==> src/rtl/dac_wave_seq.sv <==
// ============================================================================
//  Module   : dac_wave_seq
//  Purpose  : Host-load / timed-playback sequencer for the DAC waveform BRAM.
//             Define DAC_SEQ_BRAM_OREG_EN when the BRAM output register is used.
//  Revision : 1.0  initial release
// ============================================================================
`default_nettype none

module dac_wave_seq #(
    parameter int ADDR_W = 16,
    parameter int DATA_W = 8,
    parameter int DIV_W  = 16
) (
    input  logic              sys_clk,
    input  logic              sys_rst_n,
    input  logic              wr_valid,
    output logic              wr_ready,
    input  logic [ADDR_W-1:0] wr_addr,
    input  logic [DATA_W-1:0] wr_data,
    input  logic [ADDR_W-1:0] cfg_len,
    input  logic [DIV_W-1:0]  cfg_div,
    input  logic              cfg_oneshot,
    input  logic              start,
    input  logic              stop,
    output logic              busy,
    output logic              done,
    output logic [ADDR_W-1:0] ada,
    output logic [DATA_W-1:0] din,
    output logic              cea,
    output logic              reseta,
    output logic [ADDR_W-1:0] adb,
    output logic              ceb,
    output logic              resetb,
    output logic              oce,
    input  logic [DATA_W-1:0] dout,
    output logic [DATA_W-1:0] dac_data,
    output logic              dac_valid
);

`ifdef DAC_SEQ_BRAM_OREG_EN
    localparam int   LAT     = 2;
    localparam logic c_OCE   = 1'b1;
`else
    localparam int   LAT     = 1;
    localparam logic c_OCE   = 1'b0;
`endif
    localparam logic [DIV_W-1:0]  c_DIV_ONE  = DIV_W'(1);
    localparam logic [ADDR_W-1:0] c_ADDR_ONE = ADDR_W'(1);

    typedef enum logic [1:0] {
        ST_IDLE  = 2'd0,
        ST_PLAY  = 2'd1,
        ST_DRAIN = 2'd2
    } state_t;

    state_t              r_state;
    logic [ADDR_W-1:0]   r_len;
    logic [ADDR_W-1:0]   r_rd_addr;
    logic [DIV_W-1:0]    r_div;
    logic [DIV_W-1:0]    r_cnt;
    logic                r_oneshot;
    logic [LAT-1:0]      r_tag;
    logic [DATA_W-1:0]   r_dac_data;
    logic                r_done;

    logic                w_idle;
    logic                w_wr_ready;
    logic                w_wr_fire;
    logic                w_tick;
    logic                w_last;
    logic                w_rd_issue;
    logic [LAT:0]        w_tag_chain;
    logic                w_pending;
    logic                w_dac_valid;

    assign w_idle      = (r_state == ST_IDLE);
    assign w_wr_ready  = w_idle & sys_rst_n;
    assign w_wr_fire   = wr_valid & w_wr_ready;
    assign w_tick      = (r_cnt == r_div);
    assign w_last      = (r_rd_addr == r_len);
    // Read strobe is combinational so the first read lands in the first PLAY cycle
    // and a stop in the same cycle suppresses it.
    assign w_rd_issue  = sys_rst_n & (r_state == ST_PLAY) & w_tick & ~stop;
    assign w_tag_chain = {r_tag, w_rd_issue};
    assign w_pending   = |w_tag_chain[LAT-1:0];
    assign w_dac_valid = w_tag_chain[LAT] & sys_rst_n;

    always_ff @(posedge sys_clk) begin
        if (!sys_rst_n) begin
            r_state    <= ST_IDLE;
            r_len      <= '0;
            r_rd_addr  <= '0;
            r_div      <= '0;
            r_cnt      <= '0;
            r_oneshot  <= 1'b0;
            r_tag      <= '0;
            r_dac_data <= '0;
            r_done     <= 1'b0;
        end else begin
            r_done <= 1'b0;
            r_tag  <= w_tag_chain[LAT-1:0];
            if (w_dac_valid) begin
                r_dac_data <= dout;
            end
            case (r_state)
                ST_IDLE: begin
                    if (start && !stop) begin
                        r_len     <= cfg_len;
                        r_div     <= cfg_div;
                        r_oneshot <= cfg_oneshot;
                        r_rd_addr <= '0;
                        r_cnt     <= cfg_div;
                        r_state   <= ST_PLAY;
                    end
                end
                ST_PLAY: begin
                    if (stop) begin
                        r_state <= ST_DRAIN;
                    end else if (w_tick) begin
                        r_cnt <= '0;
                        if (w_last) begin
                            r_rd_addr <= '0;
                            if (r_oneshot) begin
                                r_state <= ST_DRAIN;
                            end
                        end else begin
                            r_rd_addr <= r_rd_addr + c_ADDR_ONE;
                        end
                    end else begin
                        r_cnt <= r_cnt + c_DIV_ONE;
                    end
                end
                ST_DRAIN: begin
                    // Leave once only the final tag (if any) is exiting this cycle.
                    if (!w_pending) begin
                        r_state <= ST_IDLE;
                        r_done  <= 1'b1;
                    end
                end
                default: begin
                    r_state <= ST_IDLE;
                end
            endcase
        end
    end

    assign wr_ready  = w_wr_ready;
    assign cea       = w_wr_fire;
    assign ada       = w_wr_fire ? wr_addr : '0;
    assign din       = w_wr_fire ? wr_data : '0;
    assign reseta    = ~sys_rst_n;
    assign resetb    = ~sys_rst_n;
    assign ceb       = w_rd_issue;
    assign adb       = w_rd_issue ? r_rd_addr : '0;
    assign oce       = c_OCE;
    assign busy      = (r_state != ST_IDLE);
    assign done      = r_done & sys_rst_n;
    assign dac_valid = w_dac_valid;
    assign dac_data  = w_dac_valid ? dout : r_dac_data;

endmodule

`default_nettype wire
==> config.mk <==
export PLATFORM = sky130hd
export DESIGN_NAME = dac_wave_seq
export DESIGN_NICKNAME = d
export VERILOG_FILES = /design/src/rtl/dac_wave_seq.sv
export SDC_FILE = /design/constraint.sdc
export NUM_CORES = 1
export LEC_CHECK = 0
export CAP_MARGIN = 20
export CORE_ASPECT_RATIO = 1.4
export CORE_MARGIN = 10
export CORE_UTILIZATION = 47
export CTS_BUF_LIST = sky130_fd_sc_hd__clkbuf_16
export DETAILED_ROUTE_END_ITERATION = 8
export PLACE_DENSITY = 0.83
export SETUP_SLACK_MARGIN = 0.4
export SLEW_MARGIN = 20
export SYNTH_ARGS = -nofsm -noshare
export SYNTH_HDL_FRONTEND = slang
export SYNTH_SLANG_ARGS = --single-unit
==> constraint.sdc <==
create_clock -name sys_clk -period 2.3 [get_ports sys_clk]
set_input_delay 0.46 -clock sys_clk [delete_from_list [all_inputs] [get_ports sys_clk]]
set_output_delay 0.46 -clock sys_clk [all_outputs]
set_load 0.005 [all_outputs]
Word-level counts from Yosys, hierarchy flattened
Index checks and enable logic that the tools add are counted.
Widths: inputs -> output; s select.
{"block": "word_totals", "reg_bits": 77, "in_bits": 70, "out_inout_bits": 57, "word_cells": 62}
{"block": "op_classes", "add_sub_neg": 2, "n_eq_ne": 11, "muxes": 21, "bitwise_logic": 9, "reduce_logical": 10}
{"cell": "$mux 16", "count": 9}
{"cell": "$pmux 16 s2", "count": 2}
{"cell": "$add 16x1->16 const B", "count": 2}
{"cell": "$eq 16x16->1", "count": 2}
{"cell": "$mux 8", "count": 2}
{"cell": "$mux 2", "count": 6}
{"cell": "$ne 3x3->1 const B", "count": 3}
{"cell": "$and 1x1->1", "count": 7}
{"cell": "$ne 2x2->1 const B", "count": 3}
{"cell": "$pmux 2 s3", "count": 1}
{"cell": "$reduce_and 5->1", "count": 1}
{"cell": "$reduce_and 2->1", "count": 2}
{"cell": "$reduce_and 4->1", "count": 1}
{"cell": "$reduce_bool 2->1", "count": 2}
{"cell": "$reduce_and 3->1", "count": 1}
{"cell": "$eq 2x1->1 const B", "count": 1}
{"cell": "$eq 2x2->1 const B", "count": 1}
{"cell": "$logic_not 2->1", "count": 1}
{"cell": "$ne 2x1->1 const B", "count": 1}
{"cell": "$not 1->1", "count": 2}
{"cell": "$logic_and 1x1->1", "count": 1}
{"cell": "$logic_not 1->1", "count": 1}
{"cell": "$mux 1", "count": 1}

Depth between registers and ports, before layout
{"block": "depth", "depth_word": 6, "mapped_depth": 8, "ltp_nobuf": 7}

Worst setup path after synthesis
No wires, ideal clock.
{"block": "synth_path", "path_type": "register -> output", "startpoint": "register r_cnt[6]", "endpoint": "output port adb[10]", "arrival_time_ns": 1.719, "slack_ns": 0.121, "stages_incl_launch_ff": 7, "path_cell_list": "dfxtp_1 xnor2_1 nand4_2 nor4_4 nor3b_2 buf_2 and2_1"}
{"block": "synth_via", "elab_chain_len": 4}
{"element": "from (decl)", "line": "60", "text": "logic [DIV_W-1:0] r_cnt;"}
{"element": "from (signal assigned)", "line": "112", "text": "r_cnt <= cfg_div;"}
{"element": "from (signal assigned)", "line": "130", "text": "r_cnt <= r_cnt + c_DIV_ONE;"}
{"element": "$eq 16x16->1", "line": "79", "text": "assign w_tick = (r_cnt == r_div);"}
{"element": "$and 1x1->1 (2 in a row)", "line": "83", "text": "assign w_rd_issue = sys_rst_n & (r_state == ST_PLAY) & w_tick & ~stop;"}
{"element": "named net ceb", "line": "32", "text": "output logic ceb,"}
{"element": "$mux 16", "line": "154", "text": "assign adb = w_rd_issue ? r_rd_addr : '0;"}
{"element": "to (decl)", "line": "31", "text": "output logic [ADDR_W-1:0] adb,"}
The timed path passes the listed nets, and every way through them passes these cells.

Worst setup path in the final report
{"block": "layout_path", "startpoint": "register r_div[13]", "endpoint": "output port adb[3]"}
{"block": "layout_via", "elab_chain_len": 4}
{"element": "from (decl)", "line": "59", "text": "logic [DIV_W-1:0] r_div;"}
{"element": "from (signal assigned)", "line": "109", "text": "r_div <= cfg_div;"}
{"element": "$eq 16x16->1", "line": "79"}
{"element": "$and 1x1->1 (2 in a row)", "line": "83"}
{"element": "$mux 16", "line": "154"}
Every way passes these cells.

==> results.py <==
metrics = {
    "worst_setup_path": {
        "startpoint_type": "register",
        "crit_type": "register to output port",
        "worstReg2RegStart": "r_rd_addr[9]",
        "worstPathMaxFanout": 5,
        "cp_common_cell": "buf_6",
        "rr_endpoint": "r_rd_addr[13]",
        "crit_slowest_cell": "nor4_4",
        "crit_chain": "xnor2_2, nand4_1, nor4_4, nor3b_4, buf_6, buf_12, and2_4, buf_6",
        "arrival_ns": 2.53,
        "crit_required_ns": 1.84,
        "max_stage_delay_ns": 0.51,
        "worstSetupEndpointType": "output port",
        "worstRegToRegCells": 6,
        "reg2reg_setup_slack_ns": -0.41,
    },
    "placed_design": {
        "dp_hpwl_um": 9816,
        "post-place-ws_ns": -0.5405,
        "dpl_cell_area_mm2": 0.005658,
        "dp_cells": 741,
        "routabilityCongestion": 0.8685,
        "io_buffers": 125,
    },
    "pwr": {
        "p_per_area_mw_per_mm2": 522.5,
        "vdd_drop_max_uv": 574.4,
        "leakage_nw": 2.886,
    },
    "yosys": {
        "syn_nets": 571,
        "yosysTopAreaCellShare_pct": 38.43,
        "synth_cell_types": 55,
        "synth_edf_count": 0,
        "synth_warnings": 0,
        "synthTopCellsByArea": "dfxtp_1 (38%), nand2_1 (8.4%), and2_1 (8.0%)",
        "ys_ff_latch": 77,
        "syn_inst": 499,
        "async_flop_share_pct": 0,
        "synth_largest_area_cell": "dfxtp_1",
        "synth.cell_area_mm2": 0.004011,
        "seq_area_frac_synth_pct": 38.43,
        "avgSynthCellArea_um2": 8.039,
        "synth_ff_type": "dfxtp_1",
    },
    "grt": {
        "antenna_found_initial": 0,
        "first_global_vias": 5055,
        "grt_max_degree": 31,
        "grt_pass1_wl_um": 28370,
        "grt-ovfl-total": 0,
        "track_usage_pct": 27.87,
    },
    "sta": {
        "setup_tns_ns": -20.83,
        "min_period_ns": 2.995,
        "fmax_mhz": 333.9,
        "relSlewSlack_pct": 23.02,
        "timing.final.ws_setup_ns": -0.6949,
        "tightest_slew_ns": 1.144,
        "hold_violations": 0,
        "post-route-period-util_pct": 130.2,
        "report.final.slew_viol_count": 0,
        "rsz0062_at_grt": "true",
        "clock_skew_ns": 0.01555,
        "final-setup-viol-count": 60,
    },
    "clocking": {
        "cts_buffer_depth": 2,
        "hold_buffers": 0,
        "cts_buffers": 9,
        "path_clk_slew_ns": 0.07,
        "htree_levels": 3,
        "root_buffer": "clkbuf_16",
        "clkLatencyLatePin_ns": 0.35,
        "cts_tree": "built",
        "cts.sinks": 77,
    },
    "run": {
        "cap_violations": 0,
    },
    "finish": {
        "fin_nets": 771,
        "n_fill_cell": 335,
        "layout-drive-gt1-share_pct": 41.34,
        "area_growth_pct": 79.16,
        "multi_input_area_mm2": 0.002766,
        "seqCellArea_mm2": 0.001565,
        "final_common_cell": "nand2_1",
        "fin_util_pct": 87.15,
        "diodes": 0,
        "most-common-layout-cells": "nand2_1 (89), buf_6 (76), clkdlybuf4s50_1 (67)",
        "final_cells": 806,
        "final_area_mm2": 0.007187,
    },
    "floorplanning": {
        "die_h_um": 129.3,
        "core_area_mm2": 0.008247,
        "dieArea_mm2": 0.01268,
        "ios": 127,
        "initial_utilization_pct": 48.64,
        "die_w_um": 98.08,
        "rows": 39,
    },
    "status": {
        "status": "finished, violations left",
        "failed_checks": "setup timing",
    },
    "drt": {
        "wl_um": 21810,
        "avgViaCountPerCell": 6.541,
        "wire_per_inst_um": 27.06,
        "postRouteAntennaNets": 0,
        "via_count": 5272,
        "first_pass_iters": 7,
        "drc": 0,
        "drtIter0Drc": 747,
    },
    "min_path": {
        "hold_end": "r_len[0]",
        "hold_path.class": "register to register",
        "hold_start": "r_len[0]",
        "holdPathStages": 2,
    },
}
worst max-delay path, delay by kind of cell, from the launching register on:
kind	cells	cell delay, ns
AND/OR/NAND/NOR	4	1.23
flip-flops	1	0.36
buffers and inverters	3	0.39
XOR/XNOR	1	0.20
layer usage:
metal	up-vias	global-route usage [%]	wire, µm
met5	-	0	0
met4	0	14.84	1946
met3	204	5.479	2293
met2	542	52.10	10690
met1	2409	28.58	6878
li1	2117	-	-
registers in the layout (all words and copies together), names as in the netlist:
| signal | flops |
|---|---|
| r_cnt | 16 |
| r_div | 16 |
| r_len | 16 |
| r_rd_addr | 16 |
| r_dac_data | 8 |
| r_state | 2 |
| r_done | 1 |
| r_oneshot | 1 |
| r_tag | 1 |
repair_timing:
action,4_1_cts,5_1_grt
hold endpoints to repair,0,0
gates resized for setup,351,85
cloned,9,1
pin swaps,27,33
setup buffers,30,9
endpoints found under the setup margin,90,88
logic make-up (layout without fill, tap and decap cells):
family                   after synthesis  count (layout)  share of synthesized area (%)
AND/OR/NAND/NOR                      232             232                          30.29
AO/OA/AOI/OAI                         93              93                          13.97
flip-flops                            77              77                          38.43
XOR/XNOR                              46              46                          10.04
buffers and inverters                 40             245                          4.304
multiplexers                           8               8                          2.246
adder cells (fa/ha/maj)                2               2                         0.6237
other                                  1               1                        0.09348
worst max path at each step:
stage               to  depth (start not counted)       from  slack (ns)
3_5_place_dp    adb[3]                          7  sys_rst_n       -0.54
3_3_place_gp    adb[9]                          7  sys_rst_n       -0.51
5_1_grt         adb[9]                          8   r_cnt[5]       -0.68
6_report        adb[3]                          8  r_div[13]       -0.69
4_1_cts        adb[11]                          8  r_div[11]       -0.35
2_1_floorplan  adb[10]                          6   r_cnt[4]        0.24
where the power goes:
part           switching, W  internal (W)
registers         0.0000490       0.00138
logic              0.000424      0.000472
clock network      0.000595      0.000833
total               0.00107       0.00269
cell usage after synthesis (all sizes together), types with 3 or more instances:
cell / count
nor4: 8
nand2: 90
o31a: 3
or2: 3
o211ai: 6
mux2: 8
clkbuf: 23
nor2: 26
a21oi: 43
inv: 7
and2: 51
o2111ai: 4
a31oi: 9
and4: 4
nor3: 8
and3: 5
nor3b: 5
dfxtp: 77
xnor2: 26
xor2: 20
o21ai: 17
nand3: 11
nand4: 11
buf: 10
final cells by class:
class,count,area share [%]
inverter,7,0.3656
tap,102,1.776
sequential,77,21.78
timing repair buffer,222,33.51
multi-input combinational,382,38.49
clock inverter,7,0.9401
clock buffer,9,3.134
metrics by stage:
stage,power [W],hold WS [ns]
floorplan,0.001701,0.4380
global placement,0.001978,0.4549
detailed placement,0.001992,0.4609
CTS,0.003531,0.4685
global route,0.003824,0.5021
finish,0.003755,0.4683
(Power assumes the default switching activity.)
==> RTL edit: new RTL, config.mk and constraints unchanged <==
The option `DAC_SEQ_BRAM_OREG_EN` is turned on by a define.
--- a/src/rtl/dac_wave_seq.sv
+++ b/src/rtl/dac_wave_seq.sv
@@ -5,6 +5,8 @@
 //  Revision : 1.0  initial release
 // ============================================================================
 `default_nettype none
+
+`define DAC_SEQ_BRAM_OREG_EN
 
 module dac_wave_seq #(
     parameter int ADDR_W = 16,
Check against the original RTL: not equivalent (Yosys sat finds a counterexample within 4 cycles, from zero or initial values and one cycle with sys_rst_n low).
==> RTL edit against the original RTL <==
  * The run still ends with setup timing left
  * Sequential cell count increased by 1
  * Total power up 4.0%
  * Final area increased by 2.4%
  * Final cell count increased by 1.2%
  * Via count is 3.3% lower
  * First-iteration DRC count fell by 34%
  * Worst setup slack better by 7.9 ps
  * Routed wire length is 5.7% lower
  * Hold slack better by 1.5 ps
  * Clock skew decreased by 10 ps
  * Sequential share of layout area fell by 0.20 points
  * Synthesized area grew 3.2%
  * Core utilization shrank 1.7 points
  * Combinational power rose by 5.2%
  * Largest cell class unchanged
  * Highest routed layer unchanged
==> RTL edit: results (changes against the original RTL) <==
Min-Delay Endpoint: r_len[1]
Setup Fix Bufs, Post-CTS: 26 (-13%)
DR WL met2: 10500 microns (-1.4%)
via/cell ratio: 6.25 (-4.5%)
met2 usage: 47.1% (-5.0 points)
fillcell total: 398 (+19%)
Netlist cell types: 51 (-7.3%)
largest cells by area after synthesis: dfxtp_1 (38%), nand2_1 (8.4%), and2_1 (8.2%)
status: finished, violations left
crit path max fanout: 8 (+3)
worst slack at placement: -437 ps (+103 ps)
layout cells sized above 1: 41.9% (+0.58 points)
endpoints failing setup: 37 (-38%)
worst clock skew: 5.13 ps (-10.4 ps)
final setup margin: -687 ps (+7.95 ps)
violated checks: setup timing
first-pass GRT wire length: 26100 microns (-7.9%)
met1 usage: 24.0% (-4.6 points)
DP HPWL: 9750 microns (-0.72%)
worst rel slew slack: 60.2% (+37 points)
hold path startpoint: r_len[1]
FF-to-FF Start: r_cnt[8]
vias in the first global route: 5026 (-0.57%)
Seq/Total Area, Yosys: 37.7% (-0.70 points)
Layout Nets: 778 (+0.91%)
GR met3 Demand/Resource: 5.89% (+0.41 points)
GR Util All Layers: 25.1% (-2.8 points)
R2R Setup Slk: -100 ps (+310 ps)
==> RTL edit: cell count changes after synthesis, moves of 4 or more <==
cell     change
xor2_1      -10
o21a_1       +4
xnor2_1      +5
or4_1       +10
o31ai_1      +4
==> RTL edit: power breakdown <==
part | switching, mW | leakage (nW) | total (mW) | internal, mW
clock network | 0.573 | 0.153 | 1.51 | 0.933
logic | 0.444 | 2.02 | 0.943 | 0.499
registers | 0.0523 | 0.642 | 1.46 | 1.40
total | 1.07 | 2.81 | 3.90 | 2.84
==> RTL edit: worst max-delay path by stage <==
stage / startpoint / end / slack (ps) / cells past startpoint
after detailed placement: sys_rst_n / adb[6] / -440 / 6
after floorplan: r_cnt[10] / adb[11] / 60 / 7
after global placement: sys_rst_n / adb[11] / -420 / 6
after global routing: r_cnt[8] / adb[10] / -710 / 9
after CTS: r_cnt[7] / adb[6] / -400 / 7
final: r_cnt[8] / adb[14] / -690 / 9
==> RTL edit: area by class of cell <==
type / instances / share of cell area (%)
clock inverters: 7 / 1.09
clock buffers: 9 / 3.06
flip-flops and latches: 78 / 21.6
multi-input cells: 395 / 40.6
well taps: 105 / 1.79
repair buffers: 214 / 31.5
inverters: 8 / 0.408
==> RTL edit: cells by family after synthesis <==
group	synth area share (%)
other	0.0906
multiplexers	2.18
adder cells (fa/ha/maj)	0.604
buffers and inverters	4.63
AND/OR/NAND/NOR	30.3
flip-flops	37.7
XOR/XNOR	9.46
AO/OA/AOI/OAI	15.0
==> RTL edit: per-stage QoR <==
stage / hold slack (ps) / area [sq um] / util [%]
floorplan: 417 / 4170 / -
global placement: 444 / 5780 / 67.2
detailed placement: 446 / 5780 / 67.2
CTS: 458 / 6840 / 79.4
global route: 471 / 7360 / 85.5
finish: 470 / 7360 / 85.5
